==> src/rtl/gmrr_phase_pkg.sv <==
// Shared phase-path constants: sample width, shift limit and binary-angle values.
package gmrr_phase_pkg;
    localparam int unsigned PHASE_W   = 16;
    localparam int unsigned SHIFT_MAX = 8;
    localparam logic [15:0] ANG_PI      = 16'h8000;
    localparam logic [15:0] ANG_HALF_PI = 16'h4000;
endpackage

==> src/rtl/phase_round_sat.sv <==
// Round-half-up, arithmetic right shift and saturation of a signed sum to PHASE_W bits.
module phase_round_sat
    import gmrr_phase_pkg::PHASE_W;
#(
    parameter int unsigned IN_W      = 24,
    parameter int unsigned SHIFT_MAX = 8
) (
    input  logic [IN_W-1:0]    sum,
    input  logic [3:0]         shift,
    output logic [PHASE_W-1:0] sat_c
);
    localparam int unsigned EXT_W = IN_W + 1;
    localparam logic signed [EXT_W-1:0] SAT_MAX = EXT_W'((1 << (PHASE_W - 1)) - 1);
    localparam logic signed [EXT_W-1:0] SAT_MIN = ~SAT_MAX;

    logic [3:0]              sh;
    logic signed [EXT_W-1:0] rnd;
    logic signed [EXT_W-1:0] ext;
    logic signed [EXT_W-1:0] shifted;

    // One guard bit keeps the rounding add from overflowing the sum.
    always_comb begin
        sh      = (shift > 4'(SHIFT_MAX)) ? 4'(SHIFT_MAX) : shift;
        rnd     = (sh == 4'd0) ? '0 : (EXT_W'(1) << (sh - 4'd1));
        ext     = $signed({sum[IN_W-1], sum}) + rnd;
        shifted = ext >>> sh;
        if (shifted > SAT_MAX) begin
            sat_c = SAT_MAX[PHASE_W-1:0];
        end else if (shifted < SAT_MIN) begin
            sat_c = SAT_MIN[PHASE_W-1:0];
        end else begin
            sat_c = shifted[PHASE_W-1:0];
        end
    end
endmodule

==> src/rtl/phase_discriminator_decim.sv <==
// FM discriminator: wrapped phase difference, integrated over a decimation group,
// then rounded/shifted/saturated into a 16-bit frequency stream.
module phase_discriminator_decim
    import gmrr_phase_pkg::*;
#(
    parameter int unsigned DECIM_W = 8,
    parameter int unsigned ACC_W   = 24
) (
    input  logic               aclk,
    input  logic               aresetn,
    input  logic               clear,
    input  logic [DECIM_W-1:0] decim,
    input  logic [3:0]         shift,
    input  logic [15:0]        i_tdata,
    input  logic               i_tlast,
    input  logic               i_tvalid,
    output logic               i_tready,
    output logic [15:0]        o_tdata,
    output logic               o_tlast,
    output logic               o_tvalid,
    input  logic               o_tready
);
    logic [PHASE_W-1:0] prev;
    logic               prev_valid;
    logic [ACC_W-1:0]   acc;
    logic [DECIM_W-1:0] cnt;
    logic [DECIM_W-1:0] d_lat;

    logic [PHASE_W-1:0] diff;
    logic [ACC_W-1:0]   diff_ext;
    logic               first;
    logic [DECIM_W-1:0] d_cur;
    logic               close;
    logic [ACC_W-1:0]   sum;
    logic [PHASE_W-1:0] rounded;
    logic               in_fire;

    assign i_tready = ~(o_tvalid & ~o_tready);
    assign in_fire  = i_tvalid & i_tready;

    // Modular subtraction gives the natural +/-pi wrap of a binary angle.
    always_comb begin
        diff     = prev_valid ? (i_tdata - prev) : '0;
        diff_ext = {{(ACC_W - PHASE_W){diff[PHASE_W-1]}}, diff};
        first    = (cnt == '0);
        d_cur    = first ? ((decim == '0) ? DECIM_W'(1) : decim) : d_lat;
        close    = i_tlast | (cnt == (d_cur - DECIM_W'(1)));
        sum      = first ? diff_ext : (acc + diff_ext);
    end

    phase_round_sat #(
        .IN_W      (ACC_W),
        .SHIFT_MAX (SHIFT_MAX)
    ) u_round_sat (
        .sum   (sum),
        .shift (shift),
        .sat_c (rounded)
    );

    // A closing sample in the same cycle as an output handshake reloads the slot.
    always_ff @(posedge aclk or negedge aresetn) begin
        if (!aresetn) begin
            prev       <= '0;
            prev_valid <= 1'b0;
            acc        <= '0;
            cnt        <= '0;
            d_lat      <= DECIM_W'(1);
            o_tvalid   <= 1'b0;
            o_tdata    <= '0;
            o_tlast    <= 1'b0;
        end else if (clear) begin
            prev_valid <= 1'b0;
            acc        <= '0;
            cnt        <= '0;
            o_tvalid   <= 1'b0;
        end else begin
            if (o_tready) begin
                o_tvalid <= 1'b0;
            end
            if (in_fire) begin
                prev       <= i_tdata;
                prev_valid <= 1'b1;
                acc        <= sum;
                if (first) begin
                    d_lat <= d_cur;
                end
                if (close) begin
                    cnt      <= '0;
                    o_tvalid <= 1'b1;
                    o_tdata  <= rounded;
                    o_tlast  <= i_tlast;
                end else begin
                    cnt <= cnt + DECIM_W'(1);
                end
            end
        end
    end
endmodule

==> config.mk <==
export PLATFORM = sky130hd
export DESIGN_NAME = phase_discriminator_decim
export DESIGN_NICKNAME = d
export VERILOG_FILES = /design/src/rtl/gmrr_phase_pkg.sv /design/src/rtl/phase_round_sat.sv /design/src/rtl/phase_discriminator_decim.sv
export SDC_FILE = /design/constraint.sdc
export NUM_CORES = 1
export LEC_CHECK = 0
export ABC_AREA = 0
export ABC_CLOCK_PERIOD_IN_PS = 13400
export BUFFER_PORTS_ARGS = -buffer_cell sky130_fd_sc_hd__buf_2
export CORE_ASPECT_RATIO = 1.5
export CORE_UTILIZATION = 53
export CTS_CLUSTER_SIZE = 10
export DETAILED_ROUTE_END_ITERATION = 8
export GPL_ROUTABILITY_DRIVEN = 0
export GPL_TIMING_DRIVEN = 0
export PLACE_DENSITY = 0.82
export SETUP_SLACK_MARGIN = 0.15
export SLEW_MARGIN = 25
export SYNTH_ARGS = -nofsm -noshare
export SYNTH_HDL_FRONTEND = slang
export SYNTH_HIERARCHICAL = 1
export SYNTH_SLANG_ARGS = --single-unit
==> constraint.sdc <==
create_clock -name aclk -period 13.4 [get_ports aclk]
set_input_delay 2.01 -clock aclk [delete_from_list [all_inputs] [get_ports aclk]]
set_output_delay 2.01 -clock aclk [all_outputs]
set_load 0.01 [all_outputs]
==> impl_results.md <==
- Status: complete, but fails checks
- Violated checks: DRC
- Peak VDD IR: roughly 0.08 mV
- Power Internal: between 0.7 and 0.8 mW
- Detailed-route via count: 9200
- Root Buffer: clkbuf_16
- P_sw: roughly 0.54 mW
- Non-filler cells, final: 1413
- DP HPWL: ~20 mm
- Max Fclk: around 0.11 GHz
- Post-cts hold buffer count: 0
- Count of cell types in the netlist: 96
- Row cnt: 57
- Die width: 108 µm
- Ys async rst share: 100%
- Clock Skews: approximately 0.012 ns
- Reg2Reg Depth: 31
- Leading area contributor after synthesis: dfrtp_1
- LEAKAGE: 4.26 nW
- Total GRT Usage: a little under a third
- Number of max-slew violations in the final report: 0
- Initial antenna violation count: 0
- WL final: 25.7 mm
- Part of the Yosys area used for sequential elements: 21.1%
- Core area: about 16000 µm²
- CTS resizes: 0
- Gate Count Post-Synth: approximately 1100
- Number of DRC markers in iteration 0: slightly below 600
- HP Class: register to register
- Clk Latency, worst-skew pair: around 0.36 ns
- Worst slew margin: around a third
- Met2 WL post-DR: ~13 mm
- Antenna-violating nets left: 0
- Hold depth: 1
- Clock sinks: 75
- Port Buffer Count: 50
- Met1 wire length: approximately 9 mm
- Final Core Density: about 60%
- Crit Path Max Fanout: 13
- Die ar.: about 17000 µm²
- MaxCap Viol Count: 0
- CTS tree: yes
- CP Data Required Time: around 14 ns
- Post-CTS setup buffers: 0
- Register share of total power: about a quarter
- DR pass1 iterations: 9
- Metal3 WL: 1.50 mm
- EDFF count, synth: 0
- Crit path max-delay cell type: o31ai_1
- Synth warn: 6
- Pwr dens: ~130 nW/µm²
- First-pass GRT wire length: 41.4 mm
- Clock share of power: a little over a fifth
- Primary FF master, synth: dfrtp_1
- Final count of hold timing violations: 0
- Total power: ~1.3 mW
- Final net count: about 1300
- Crit. End Element: register
- Comb power frac: 54.6%
- Clock transition at path regs: approximately 0.060 ns
- DR DRC count: 1
- Top Metal Used: met4
- Syn avg cell area: between 7 and 8 µm²
- Fraction of layout instances using a drive strength above 1: 13.5%
- Hold WS: between 0.5 and 0.6 ns
- Drt via density: ~6.5
- Chip height: 161 µm
- Setup TNS: 0 ns
- Antenna diode count: 0
- I/O Pins: 53
- Fin crit period: around 9.5 ns
- Synth-to-Final Area Change: 10.0%
- Synthesis-stage register bit count: 75
- Number of buffers created by CTS: 9
- Clock Path Buffers: 2
- Synth top area share: between 20% and 30%
- Post-Syn Area: roughly 8900 µm²
- Final period utilization: about 70%
- Crit path kind: input pin to register
- H-tree levels: 3
- Via count of the first global-routing pass: about 8900
- Wire length per cell: about 18 µm
- Largest net degree at the start of global routing: 50
- Setup Viol. Count Final: 0
- Worst Path Arrival: 9.75 ns
- GR Overflow Total: 0
- Synth top area cells: dfrtp_1 (21%), ha_1 (8.2%), nand2_1 (5.7%)
- Switch share: between 40% and 50%
- Worst Tran Pin Value: 0.972 ns
- CP peak stage delay: between 0.5 and 0.6 ns
- Cells after DPL: 1397
- Startpoint types: input pin
- RSZ-0062 raised after global routing: false
- Starting Density: ~55%
state kept, by name (all words and copies together) (netlist names):
register	flops
acc	24
o_tdata	16
prev	16
cnt	8
d_lat	8
o_tlast	1
o_tvalid	1
prev_valid	1
cells in the mapped netlist (all sizes together), types with 8 or more instances:
cell type,number
nand4,19
mux2i,28
nor3,34
dfrtp,74
o31ai,13
a211oi,22
inv,47
o21a,19
or4,9
a31oi,22
mux2,28
nor2,103
o21ai,75
a21o,19
buf,29
xnor2,35
ha,58
o21bai,8
nand2,136
or3,12
and2,15
nand3,29
a21oi,75
nor4,15
xor2,17
clkbuf,36
and3,17
a311oi,12
o211ai,16
nand2b,9
cell families (layout without fill, tap and decap cells):
family,Yosys count,after routing,share of synthesized area [%]
other,1,8,0.0422
multiplexers,62,62,8.65
flip-flops,75,75,21.1
XOR/XNOR,52,52,5.21
adder cells (fa/ha/maj),61,61,8.85
AO/OA/AOI/OAI,353,353,28.0
buffers and inverters,113,180,5.62
AND/OR/NAND/NOR,416,416,22.5
worst paths after layout:
| check | slack, ns | endpoint | start |
|---|---|---|---|
| worst min-delay path | 0.50 | o_tdata[0]$_DFFE_PN0P_ | o_tdata[0]$_DFFE_PN0P_ |
| min in group asynchronous | 1.58 | acc[17]$_DFFE_PN0P_ | aresetn |
| worst max register to register | 5.24 | o_tdata[11]$_DFFE_PN0P_ | prev[1]$_DFFE_PN0P_ |
| max in group asynchronous | 11.18 | d_lat[0]$_DFFE_PN1P_ | aresetn |
| worst min register to register | 0.50 | o_tdata[0]$_DFFE_PN0P_ | o_tdata[0]$_DFFE_PN0P_ |
| worst max-delay path | 3.89 | o_tdata[11]$_DFFE_PN0P_ | i_tdata[1] |
power groups by stage:
stage	clock network, mW	registers [mW]	logic [mW]
final	0.273	0.297	0.686
after global routing	0.285	0.302	0.747
after CTS	0.276	0.297	0.666
after detailed placement	0	0.301	0.662
after global placement	0	0.298	0.647
after floorplan	0	0.308	0.500
per-stage QoR:
| step | setup WS [ns] | area [µm²] |
|---|---|---|
| finish | 3.89 | 9770 |
| global route | 3.47 | 9770 |
| CTS | 4.09 | 9770 |
| detailed placement | 3.75 | 9450 |
| global placement | 3.66 | 9420 |
| floorplan | 4.95 | 8910 |
layer usage:
layer / track usage, % / vias up
met5: 0 / -
met1: 30.8 / 4226
li1: - / 4346
met2: 54.3 / 469
met4: 23.1 / 0
met3: 4.06 / 159
worst max-delay path: cells and delay by family:
kind / cells / cell delay, ns
AO/OA/AOI/OAI: 14 / 3.78
adder cells (fa/ha/maj): 2 / 0.59
buffers and inverters: 4 / 0.86
multiplexers: 1 / 0.29
AND/OR/NAND/NOR: 10 / 2.21
layout make-up:
type | count | area (µm²)
Sequential cell | 75 | 1880
Fill cell | 1482 | 6490
Buffer | 65 | 317
Inverter | 48 | 183
Clock buffer | 9 | 225
Multi-Input combinational cell | 952 | 6530
Clock inverter | 7 | 98.8
Tap cell | 206 | 258
Timing Repair Buffer | 51 | 280
layout by cell type, fill, tap and decap left out, types with 8 or more instances in the layout:
| cell | synthesis | final |
|---|---|---|
| and3_1 | 17 | 17 |
| o21a_1 | 19 | 19 |
| mux2_4 | 10 | 10 |
| nor4_1 | 13 | 13 |
| nor3_1 | 34 | 34 |
| mux2i_1 | 28 | 28 |
| or3_1 | 12 | 12 |
| o21ai_0 | 70 | 70 |
| clkbuf_1 | 36 | 36 |
| a21oi_1 | 71 | 71 |
| a31oi_1 | 17 | 17 |
| xnor2_1 | 34 | 34 |
| buf_2 | 15 | 64 |
| nor2_1 | 102 | 102 |
| nand3_1 | 29 | 29 |
| a21o_1 | 18 | 18 |
| xor2_1 | 17 | 17 |
| o211ai_1 | 15 | 15 |
| nand4_1 | 18 | 18 |
| o31ai_1 | 13 | 13 |
| ha_1 | 58 | 58 |
| clkbuf_16 | 0 | 9 |
| conb_1 | 1 | 8 |
| o21bai_1 | 8 | 8 |
| nand2b_1 | 9 | 9 |
| nand2_1 | 135 | 135 |
| dfrtp_1 | 74 | 74 |
| a211oi_1 | 20 | 20 |
| and2_1 | 15 | 15 |
| a311oi_1 | 12 | 12 |
| inv_1 | 46 | 46 |
| mux2_2 | 18 | 18 |
Power figures use the tool's default switching activity.
